--- config.mk ---
export PLATFORM = sky130hd
export DESIGN_NAME = fetch2_cti_filter
export DESIGN_NICKNAME = d
export VERILOG_FILES = /design/src/rtl/fetch2_cti_filter.sv
export SDC_FILE = /design/constraint.sdc
export NUM_CORES = 1
export LEC_CHECK = 0
export CORE_AREA = 4 4 181 183
export CTS_CLUSTER_DIAMETER = 100
export DETAILED_ROUTE_END_ITERATION = 8
export DIE_AREA = 0 0 185 187
export DONT_BUFFER_PORTS = 1
export GPL_TIMING_DRIVEN = 0
export HOLD_SLACK_MARGIN = 0.15
export MAX_ROUTING_LAYER = met4
export PLACE_DENSITY = 0.58
export SYNTH_ARGS = -nofsm -noshare
export SYNTH_HDL_FRONTEND = slang
export SYNTH_SLANG_ARGS = --single-unit
--- constraint.sdc ---
create_clock -name clk -period 8.5 [get_ports clk]
set_input_delay 1.7 -clock clk [delete_from_list [all_inputs] [get_ports clk]]
set_output_delay 1.7 -clock clk [all_outputs]
set_load 0.01 [all_outputs]
--- src/rtl/fetch2_cti_filter.sv ---
// fetch2_cti_filter: second fetch stage filter for control-transfer instructions.
// Masks each fetch bundle after its first predicted-taken lane, hands out
// CTI queue tags to the surviving control lanes, registers the bundle for the
// next stage and raises a redirect when the taken lane missed in the BTB.
// Optional build macro FETCH2_RECOVER_REG_EN: when defined, the recover
// outputs are registered and line up with the bundle's first out_valid_o
// cycle; when undefined they are combinational in the accept cycle.
module fetch2_cti_filter #(
    parameter int FETCH_WIDTH  = 4,
    parameter int SIZE_PC      = 32,
    parameter int CTIQ_LOG     = 4,
    parameter int RETIRE_WIDTH = 4
) (
    input  logic                            clk,
    input  logic                            reset,
    input  logic                            in_valid_i,
    output logic                            in_ready_o,
    input  logic [SIZE_PC-1:0]              pc_i,
    input  logic [FETCH_WIDTH-1:0]          isCtrl_i,
    input  logic [FETCH_WIDTH-1:0]          prediction_i,
    input  logic [FETCH_WIDTH-1:0]          btbHit_i,
    input  logic [2*FETCH_WIDTH-1:0]        ctrlType_i,
    input  logic [FETCH_WIDTH*SIZE_PC-1:0]  target_i,
    input  logic [SIZE_PC-1:0]              addrRAS_i,
    input  logic                            flush_i,
    input  logic [RETIRE_WIDTH-1:0]         commitCti_i,
    output logic                            out_valid_o,
    input  logic                            out_ready_i,
    output logic [SIZE_PC-1:0]              outPC_o,
    output logic [FETCH_WIDTH-1:0]          outMask_o,
    output logic [FETCH_WIDTH*CTIQ_LOG-1:0] outTag_o,
    output logic [FETCH_WIDTH*SIZE_PC-1:0]  outTarget_o,
    output logic                            recover_o,
    output logic                            recoverRtr_o,
    output logic                            recoverCall_o,
    output logic [SIZE_PC-1:0]              recoverTarget_o,
    output logic [SIZE_PC-1:0]              callPC_o,
    output logic [CTIQ_LOG:0]               ctiqCount_o,
    output logic                            ctiqFull_o
);

    localparam int L     = CTIQ_LOG;
    localparam int PW    = CTIQ_LOG + 1;
    localparam int DEPTH = 1 << CTIQ_LOG;
    localparam int SELW  = (FETCH_WIDTH > 1) ? $clog2(FETCH_WIDTH) : 1;

    logic [1:0]                     rst_sync_q;
    logic                           rst_sync_n;
    logic [PW-1:0]                  head_q, head_d, tail_q, tail_d;
    logic [PW-1:0]                  count_c, free_c, alloc_c, commit_c;
    logic [FETCH_WIDTH-1:0]         taken_c, mask_c;
    logic [FETCH_WIDTH*L-1:0]       tag_c;
    logic [FETCH_WIDTH*SIZE_PC-1:0] tgt_c;
    logic                           any_taken_c;
    logic [SELW-1:0]                sel_c;
    logic [1:0]                     sel_type_c;
    logic                           accept_c;
    logic                           valid_q, valid_d;
    logic [SIZE_PC-1:0]             pc_q;
    logic [FETCH_WIDTH-1:0]         mask_q;
    logic [FETCH_WIDTH*L-1:0]       tag_q;
    logic [FETCH_WIDTH*SIZE_PC-1:0] tgt_q;
    logic                           rec_c, rec_rtr_c, rec_call_c;
    logic [SIZE_PC-1:0]             rec_tgt_c, call_pc_c;

    // Reset asserts immediately, releases two clk edges later.
    always_ff @(posedge clk or negedge reset) begin
        if (!reset) rst_sync_q <= 2'b00;
        else        rst_sync_q <= {rst_sync_q[0], 1'b1};
    end
    assign rst_sync_n = rst_sync_q[1];

    // Per-lane decode: taken flags, mask up to first taken lane, tags, targets.
    always_comb begin
        taken_c     = '0;
        mask_c      = '0;
        tag_c       = '0;
        tgt_c       = '0;
        any_taken_c = 1'b0;
        sel_c       = '0;
        alloc_c     = '0;
        for (int k = 0; k < FETCH_WIDTH; k++) begin
            taken_c[k] = isCtrl_i[k] & (prediction_i[k] | (ctrlType_i[2*k +: 2] != 2'b11));
            tgt_c[k*SIZE_PC +: SIZE_PC] = (ctrlType_i[2*k +: 2] == 2'b00) ?
                                          addrRAS_i : target_i[k*SIZE_PC +: SIZE_PC];
            mask_c[k] = ~any_taken_c;
            if (mask_c[k] & isCtrl_i[k]) begin
                tag_c[k*L +: L] = tail_q[L-1:0] + alloc_c[L-1:0];
                alloc_c         = alloc_c + PW'(1);
            end
            if (~any_taken_c & taken_c[k]) begin
                any_taken_c = 1'b1;
                sel_c       = SELW'(k);
            end
        end
    end

    // Number of CTIs retiring this cycle.
    always_comb begin
        commit_c = '0;
        for (int i = 0; i < RETIRE_WIDTH; i++) begin
            commit_c = commit_c + PW'(commitCti_i[i]);
        end
    end

    assign count_c    = tail_q - head_q;
    assign free_c     = PW'(DEPTH) - count_c;
    assign in_ready_o = rst_sync_n & (free_c >= PW'(FETCH_WIDTH)) &
                        (~valid_q | out_ready_i) & ~flush_i;
    assign accept_c   = in_valid_i & in_ready_o;

    // Pointer next state: commits always retire; flush drops every allocated tag.
    always_comb begin
        head_d = head_q + commit_c;
        tail_d = tail_q;
        if (flush_i)       tail_d = head_d;
        else if (accept_c) tail_d = tail_q + alloc_c;
    end

    // Head/tail pointers with wrap bit.
    always_ff @(posedge clk or negedge rst_sync_n) begin
        if (!rst_sync_n) begin
            head_q <= '0;
            tail_q <= '0;
        end else begin
            head_q <= head_d;
            tail_q <= tail_d;
        end
    end

    // Output valid next state: load on accept, drop when consumed or flushed.
    always_comb begin
        valid_d = valid_q;
        if (flush_i)          valid_d = 1'b0;
        else if (accept_c)    valid_d = 1'b1;
        else if (out_ready_i) valid_d = 1'b0;
    end

    // Output bundle register; payload only changes on accept.
    always_ff @(posedge clk or negedge rst_sync_n) begin
        if (!rst_sync_n) begin
            valid_q <= 1'b0;
            pc_q    <= '0;
            mask_q  <= '0;
            tag_q   <= '0;
            tgt_q   <= '0;
        end else begin
            valid_q <= valid_d;
            if (accept_c) begin
                pc_q   <= pc_i;
                mask_q <= mask_c;
                tag_q  <= tag_c;
                tgt_q  <= tgt_c;
            end
        end
    end

    assign sel_type_c = ctrlType_i[2*sel_c +: 2];

    // Redirect on an accepted bundle whose first taken lane missed in the BTB.
    always_comb begin
        rec_c      = accept_c & any_taken_c & ~btbHit_i[sel_c];
        rec_rtr_c  = rec_c & (sel_type_c == 2'b00);
        rec_call_c = rec_c & (sel_type_c == 2'b01);
        rec_tgt_c  = rec_c ? tgt_c[sel_c*SIZE_PC +: SIZE_PC] : '0;
        call_pc_c  = rec_c ? (pc_i + (SIZE_PC'(sel_c) << 3)) : '0;
    end

`ifdef FETCH2_RECOVER_REG_EN
    logic               rec_q, rec_rtr_q, rec_call_q;
    logic [SIZE_PC-1:0] rec_tgt_q, call_pc_q;

    // Recover pulse delayed one cycle to sit on the bundle's first valid cycle.
    always_ff @(posedge clk or negedge rst_sync_n) begin
        if (!rst_sync_n) begin
            rec_q      <= 1'b0;
            rec_rtr_q  <= 1'b0;
            rec_call_q <= 1'b0;
            rec_tgt_q  <= '0;
            call_pc_q  <= '0;
        end else begin
            rec_q      <= rec_c;
            rec_rtr_q  <= rec_rtr_c;
            rec_call_q <= rec_call_c;
            rec_tgt_q  <= rec_tgt_c;
            call_pc_q  <= call_pc_c;
        end
    end

    assign recover_o       = rec_q & ~flush_i;
    assign recoverRtr_o    = rec_rtr_q & ~flush_i;
    assign recoverCall_o   = rec_call_q & ~flush_i;
    assign recoverTarget_o = rec_tgt_q;
    assign callPC_o        = call_pc_q;
`else
    assign recover_o       = rec_c;
    assign recoverRtr_o    = rec_rtr_c;
    assign recoverCall_o   = rec_call_c;
    assign recoverTarget_o = rec_tgt_c;
    assign callPC_o        = call_pc_c;
`endif

    assign out_valid_o = valid_q;
    assign outPC_o     = pc_q;
    assign outMask_o   = mask_q;
    assign outTag_o    = tag_q;
    assign outTarget_o = tgt_q;
    assign ctiqCount_o = count_c;
    assign ctiqFull_o  = (count_c == PW'(DEPTH));

endmodule
* Word level (Yosys, flattened, before mapping)
Index checks and enable logic that the tools add are counted.
W data, S select, Z words.
** Cells by class
- Bitwise logic cells :: 29
- Mux-type cells :: 28
- Equality and inequality tests :: 6
- Order comparisons :: 2
- Add/sub/neg operators :: 14
- Shifts and indexed selects :: 2
- Reductions and logical operators :: 7
** Operator list (count)
- $mux W32 :: 6
- $shiftx A128 B8 Y32 :: 1
- $add A32 B5 Y32 :: 1
- $mux W5 :: 5
- $and A1 B1 Y1 :: 18
- $mux W4 :: 4
- $add A5 B1 Y5 const B :: 3
- $add A4 B4 Y4 :: 3
- $logic_not A2 Y1 :: 5
- $mux W1 :: 10
- $ne A2 B2 Y1 const B :: 4
- $shiftx A8 B4 Y2 :: 1
- $not A1 Y1 :: 6
- $add A5 B4 Y5 :: 1
- $add A5 B5 Y5 :: 1
- $eq A5 B5 Y1 const B :: 1
- $ge A5 B3 Y1 const B :: 1
- $or A1 B1 Y1 :: 5
- $sub A5 B5 Y5 :: 1
- $sub A5 B5 Y5 const A :: 1
- $add A3 B1 Y4 :: 1
- $mux W2 :: 2
- $add A2 B1 Y3 :: 1
- $lt A2 B3 Y1 const B :: 1
- other kinds (5) :: 5
** Storage, ports and cells
- Output and inout bits :: 255
- Input port bits :: 221
- Logic and storage cells :: 96
- Register bits after elaboration :: 193

* Longest topological paths before layout
- Depth in word-level cells :: 18
- Depth in mapped cells :: 16
- Gate-level depth less buffers :: 16

* Worst setup path before layout
OpenSTA, ideal clock, no wires.
- Path kind :: register -> output
- Start point :: reg rst_sync_q[1]
- End point :: out recoverRtr_o
- Setup slack :: 0.505 ns
- Stages on the path, launching flop included :: 7
- Data arrival time :: 6.295 ns
- Path through :: dfrtp_1 and3_1 nand2_1 or2_2 buf_6 buf_2 nor4b_1
** On the way
- Cells in the longest elaborated chain, start to end :: 7
** RTL lines
- from (decl) :: RTL line 47 : logic [1:0] rst_sync_q;
- from (signal assigned) :: RTL line 69 : else rst_sync_q <= {rst_sync_q[0], 1'b1};
- $and A1 B1 Y1 (2 in series) :: RTL line 108 : assign in_ready_o = rst_sync_n & (free_c >= PW'(FETCH_WIDTH)) &
- $and A1 B1 Y1 :: RTL line 109 : (~valid_q | out_ready_i) & ~flush_i;
- $and A1 B1 Y1 :: RTL line 110 : assign accept_c = in_valid_i & in_ready_o;
- $and A1 B1 Y1 (2 in series) :: RTL line 162 : rec_c = accept_c & any_taken_c & ~btbHit_i[sel_c];
- $and A1 B1 Y1 :: RTL line 163 : rec_rtr_c = rec_c & (sel_type_c == 2'b00);
- to (decl) :: RTL line 34 : output logic recoverRtr_o,
Every way passes these cells.

* Worst setup path in the final report
- Start point :: in prediction_i[1]
- End point :: out callPC_o[30]
** On the way
- Cells in the longest elaborated chain, start to end :: 15
** RTL lines
- from (decl) :: RTL line 20 : input logic [FETCH_WIDTH-1:0] prediction_i,
- $or A1 B1 Y1 (*) :: RTL line 83 : taken_c[k] = isCtrl_i[k] & (prediction_i[k] | (ctrlType_i[2*k +: 2] != 2'b11));
- $and A1 B1 Y1 (*) :: RTL line 83
- $and A1 B1 Y1 (*) :: RTL line 91 : if (~any_taken_c & taken_c[k]) begin
- branches (longest 11 deep; another with $add A32 B5 Y32)
- $mux W32 (*) :: RTL line 166 : call_pc_c = rec_c ? (pc_i + (SIZE_PC'(sel_c) << 3)) : '0;
- to (decl) :: RTL line 37 : output logic [SIZE_PC-1:0] callPC_o,
Mark *: on every way between the ends. The select of a mux whose other input is x is not followed.

==> out/metrics.cfg <==
[clocking]
holdBufCountCts = 0
tritoncts = done
cts-resized-gates = 0
cts_setup_buffers = 0
clk_pin_slew_worst_paths_ns = 0.08
ctsLongestPathBuffers = 2
insertion_delay_ns = 0.46
cts.sinks = 193
cts_buffers = 17
cts_root_buffer = clkbuf_16
htreeDepth = 4

[sta]
timing.final.crit_share = 0.9575
rsz0062_at_grt = false
worst_pin_slew_ns = 1.158
min_period_ns = 8.139
finalHoldViolCount = 0
layout_setup_ws_ns = 0.3610
relSlewSlack = 0.2174
finClkSkew_ns = 0.01300
max_freq_mhz = 122.9
drv_slew = 0
finalSetupViolations = 0

[detailed_routing]
routedWlPerCell_um = 32.37
vias = 11035
postRouteAntennaNets = 0
dr.pass1.iters = 5
via_per_inst = 6.510
routed_wl_um = 54870
drt-initial-drc-count = 1057
drcViolationCount = 0

[logic_synthesis]
synthCells = 1259
synth-seq-area-share = 0.3939
synthDistinctLibCells = 59
synth_area_mm2 = 0.01226
ys_ff_latch = 193
yosys_warnings = 0
synth.avg_cell_area_um2 = 9.738
synthFlopType = dfrtp_1
synthArstFlopShare = 1.000
synth_edf_count = 0
syn-num-nets = 1509

[critical_path]
cp_data_arrival_time_ns = 6.44
reg2reg_to = outTarget_o[15]
cp-end-kind = primary output
worst-setup-path-type = in2out
crit-reg2reg-launch = tail_q[1]
crit_required_ns = 6.80
regToRegSetupSlack_ns = 3.64
r2r_cells = 12
crit_fanout = 11
start_kind = primary input

[placement]
place_ws_ns = 0.4453
placed_cell_area_mm2 = 0.01285
gp_congestion = 0.9264
port_buffers = 0
hpwl_um = 41810

[grt]
grt_max_degree = 67
antenna_found_initial = 0
first_global_vias = 11056
grt_use_total = 0.3175
grt-ovfl-total = 0
grt_pass1_wl_um = 78650

[layout]
nNetsFinal = 1531
stdcell_area_mm2 = 0.01344
final_common_cell = dfrtp_1
post-route-util = 0.4303
drive_gt1_frac = 0.1709
syn2layout_area_growth_pct = 9.613
final_cell_mix = dfrtp_1 (192), o21ai_0 (168), mux2_2 (132)
antenna-diode-count = 0
n_fill_cell = 3143

[floorplanning]
die_h_um = 187
num_rows = 65
initial_core_util = 0.3926
io_pins = 476
core_mm2 = 0.03123
die_area_mm2 = 0.03460
die_w_um = 185

[power_and_ir_drop]
p_switching_w = 0.002148
peakVddDrop_uv = 181.2
p_int_w = 0.002500
pwr-share-seq = 0.421
power_frac_comb = 0.393
sw_frac_of_total = 0.4621
p_leak_nw = 5.328
p_per_area_mw_per_mm2 = 345.9
p_clk_frac = 0.186
finalPower_w = 0.004648

[status]
status = completed

[job]
maxCapViolCount = 0

[hold_path]
hold_path.class = reg2async

==> cell families (layout without fill, tap and decap cells) <==
logic type / count (synthesis) / in the layout / share of synthesized area
compound gates: 351 / 351 / 0.1708
xor+xnor: 45 / 45 / 0.03215
fa+ha+maj: 29 / 29 / 0.03449
buf+inv: 147 / 181 / 0.05327
flops: 193 / 193 / 0.3939
mux: 219 / 219 / 0.2003
other cells: 2 / 2 / 0.0006125
simple gates: 273 / 273 / 0.1144
==> synth_stat cells, drive strengths merged (9+ instances only) <==
| cell type | n | share of area |
|---|---|---|
| dfrtp | 193 | 0.39 |
| o21ai | 179 | 0.073 |
| mux2 | 154 | 0.15 |
| nor3 | 105 | 0.043 |
| clkbuf | 76 | 0.024 |
| mux2i | 65 | 0.053 |
| nand2 | 62 | 0.019 |
| a21oi | 41 | 0.017 |
| buf | 35 | 0.019 |
| inv | 35 | 0.011 |
| or3 | 35 | 0.018 |
| o221ai | 34 | 0.024 |
| o22ai | 34 | 0.017 |
| a211oi | 33 | 0.020 |
| xnor2 | 30 | 0.021 |
| ha | 21 | 0.021 |
| nor2 | 19 | 0.0060 |
| xor2 | 15 | 0.011 |
| nand3 | 13 | 0.0053 |
| nand4 | 10 | 0.0056 |
| o31ai | 9 | 0.0055 |
==> how the worst max path moves through the flow <==
stage / end / cells after the start / from
CTS: callPC_o[30] / 12 / prediction_i[1]
global route: callPC_o[30] / 12 / prediction_i[1]
detailed placement: callPC_o[30] / 12 / prediction_i[1]
finish: callPC_o[30] / 12 / prediction_i[1]
global placement: recoverRtr_o / 6 / rst_sync_q[1]
floorplan: recoverRtr_o / 6 / rst_sync_q[1]
==> metal layers <==
metal | routed length, um | share of wire | global-route usage
met3 | 5364 | 0.098 | 0.08596
met1 | 21900 | 0.40 | 0.4057
met2 | 25810 | 0.47 | 0.4928
met4 | 1789 | 0.033 | 0.09966
met5 | 0 | 0 | -
==> flip-flops by register name, indices dropped and copies added, names as in the netlist <==
signal / count
head_q: 5
outMask_o: 4
outPC_o: 32
outTag_o: 16
outTarget_o: 128
out_valid_o: 1
rst_sync_q: 2
tail_q: 5
==> power by group through the flow <==
stage,registers (W),logic (W),clock network [W]
after floorplan,0.00179,0.00127,0
after global placement,0.00198,0.00175,0
after detailed placement,0.00197,0.00182,0
after CTS,0.00196,0.00182,0.000876
after global routing,0.00200,0.00201,0.000917
final,0.00196,0.00183,0.000863
==> area by class of cell <==
cell class                 count  area [um^2]  area share
multi-input combinational    919         6778      0.5043
sequential                   193         4833      0.3597
buffer                       111        518.0     0.03854
tap                          402        503.0     0.03743
clock buffer                  19        432.9     0.03221
clock inverter                12        156.4     0.01164
inverter                      36        135.1     0.01005
timing repair buffer           3        82.58    0.006145
==> critical path, cell delays in order <==
cell and delay [ns]:
nand3b_1 0.24, and2_1 0.22, clkbuf_1 0.29, nor3_2 1.01, buf_2 0.48, ha_1 0.22
a21o_1 0.13, nor4b_1 0.93, nand4_1 0.41, nor3_1 0.32, xnor2_1 0.11, nor3_1 0.36
==> metrics by stage <==
step / hold slack [ns] / setup TNS (ns) / std cells
detailed placement: 0.2710 / 0 / 1664
finish: 0.2549 / 0 / 1695
CTS: 0.2739 / 0 / 1695
global placement: 0.3391 / -164.76 / 1661
global route: 0.3003 / 0 / 1695
floorplan: 0.3312 / 0 / 1259
Power figures use the tool's default switching activity.
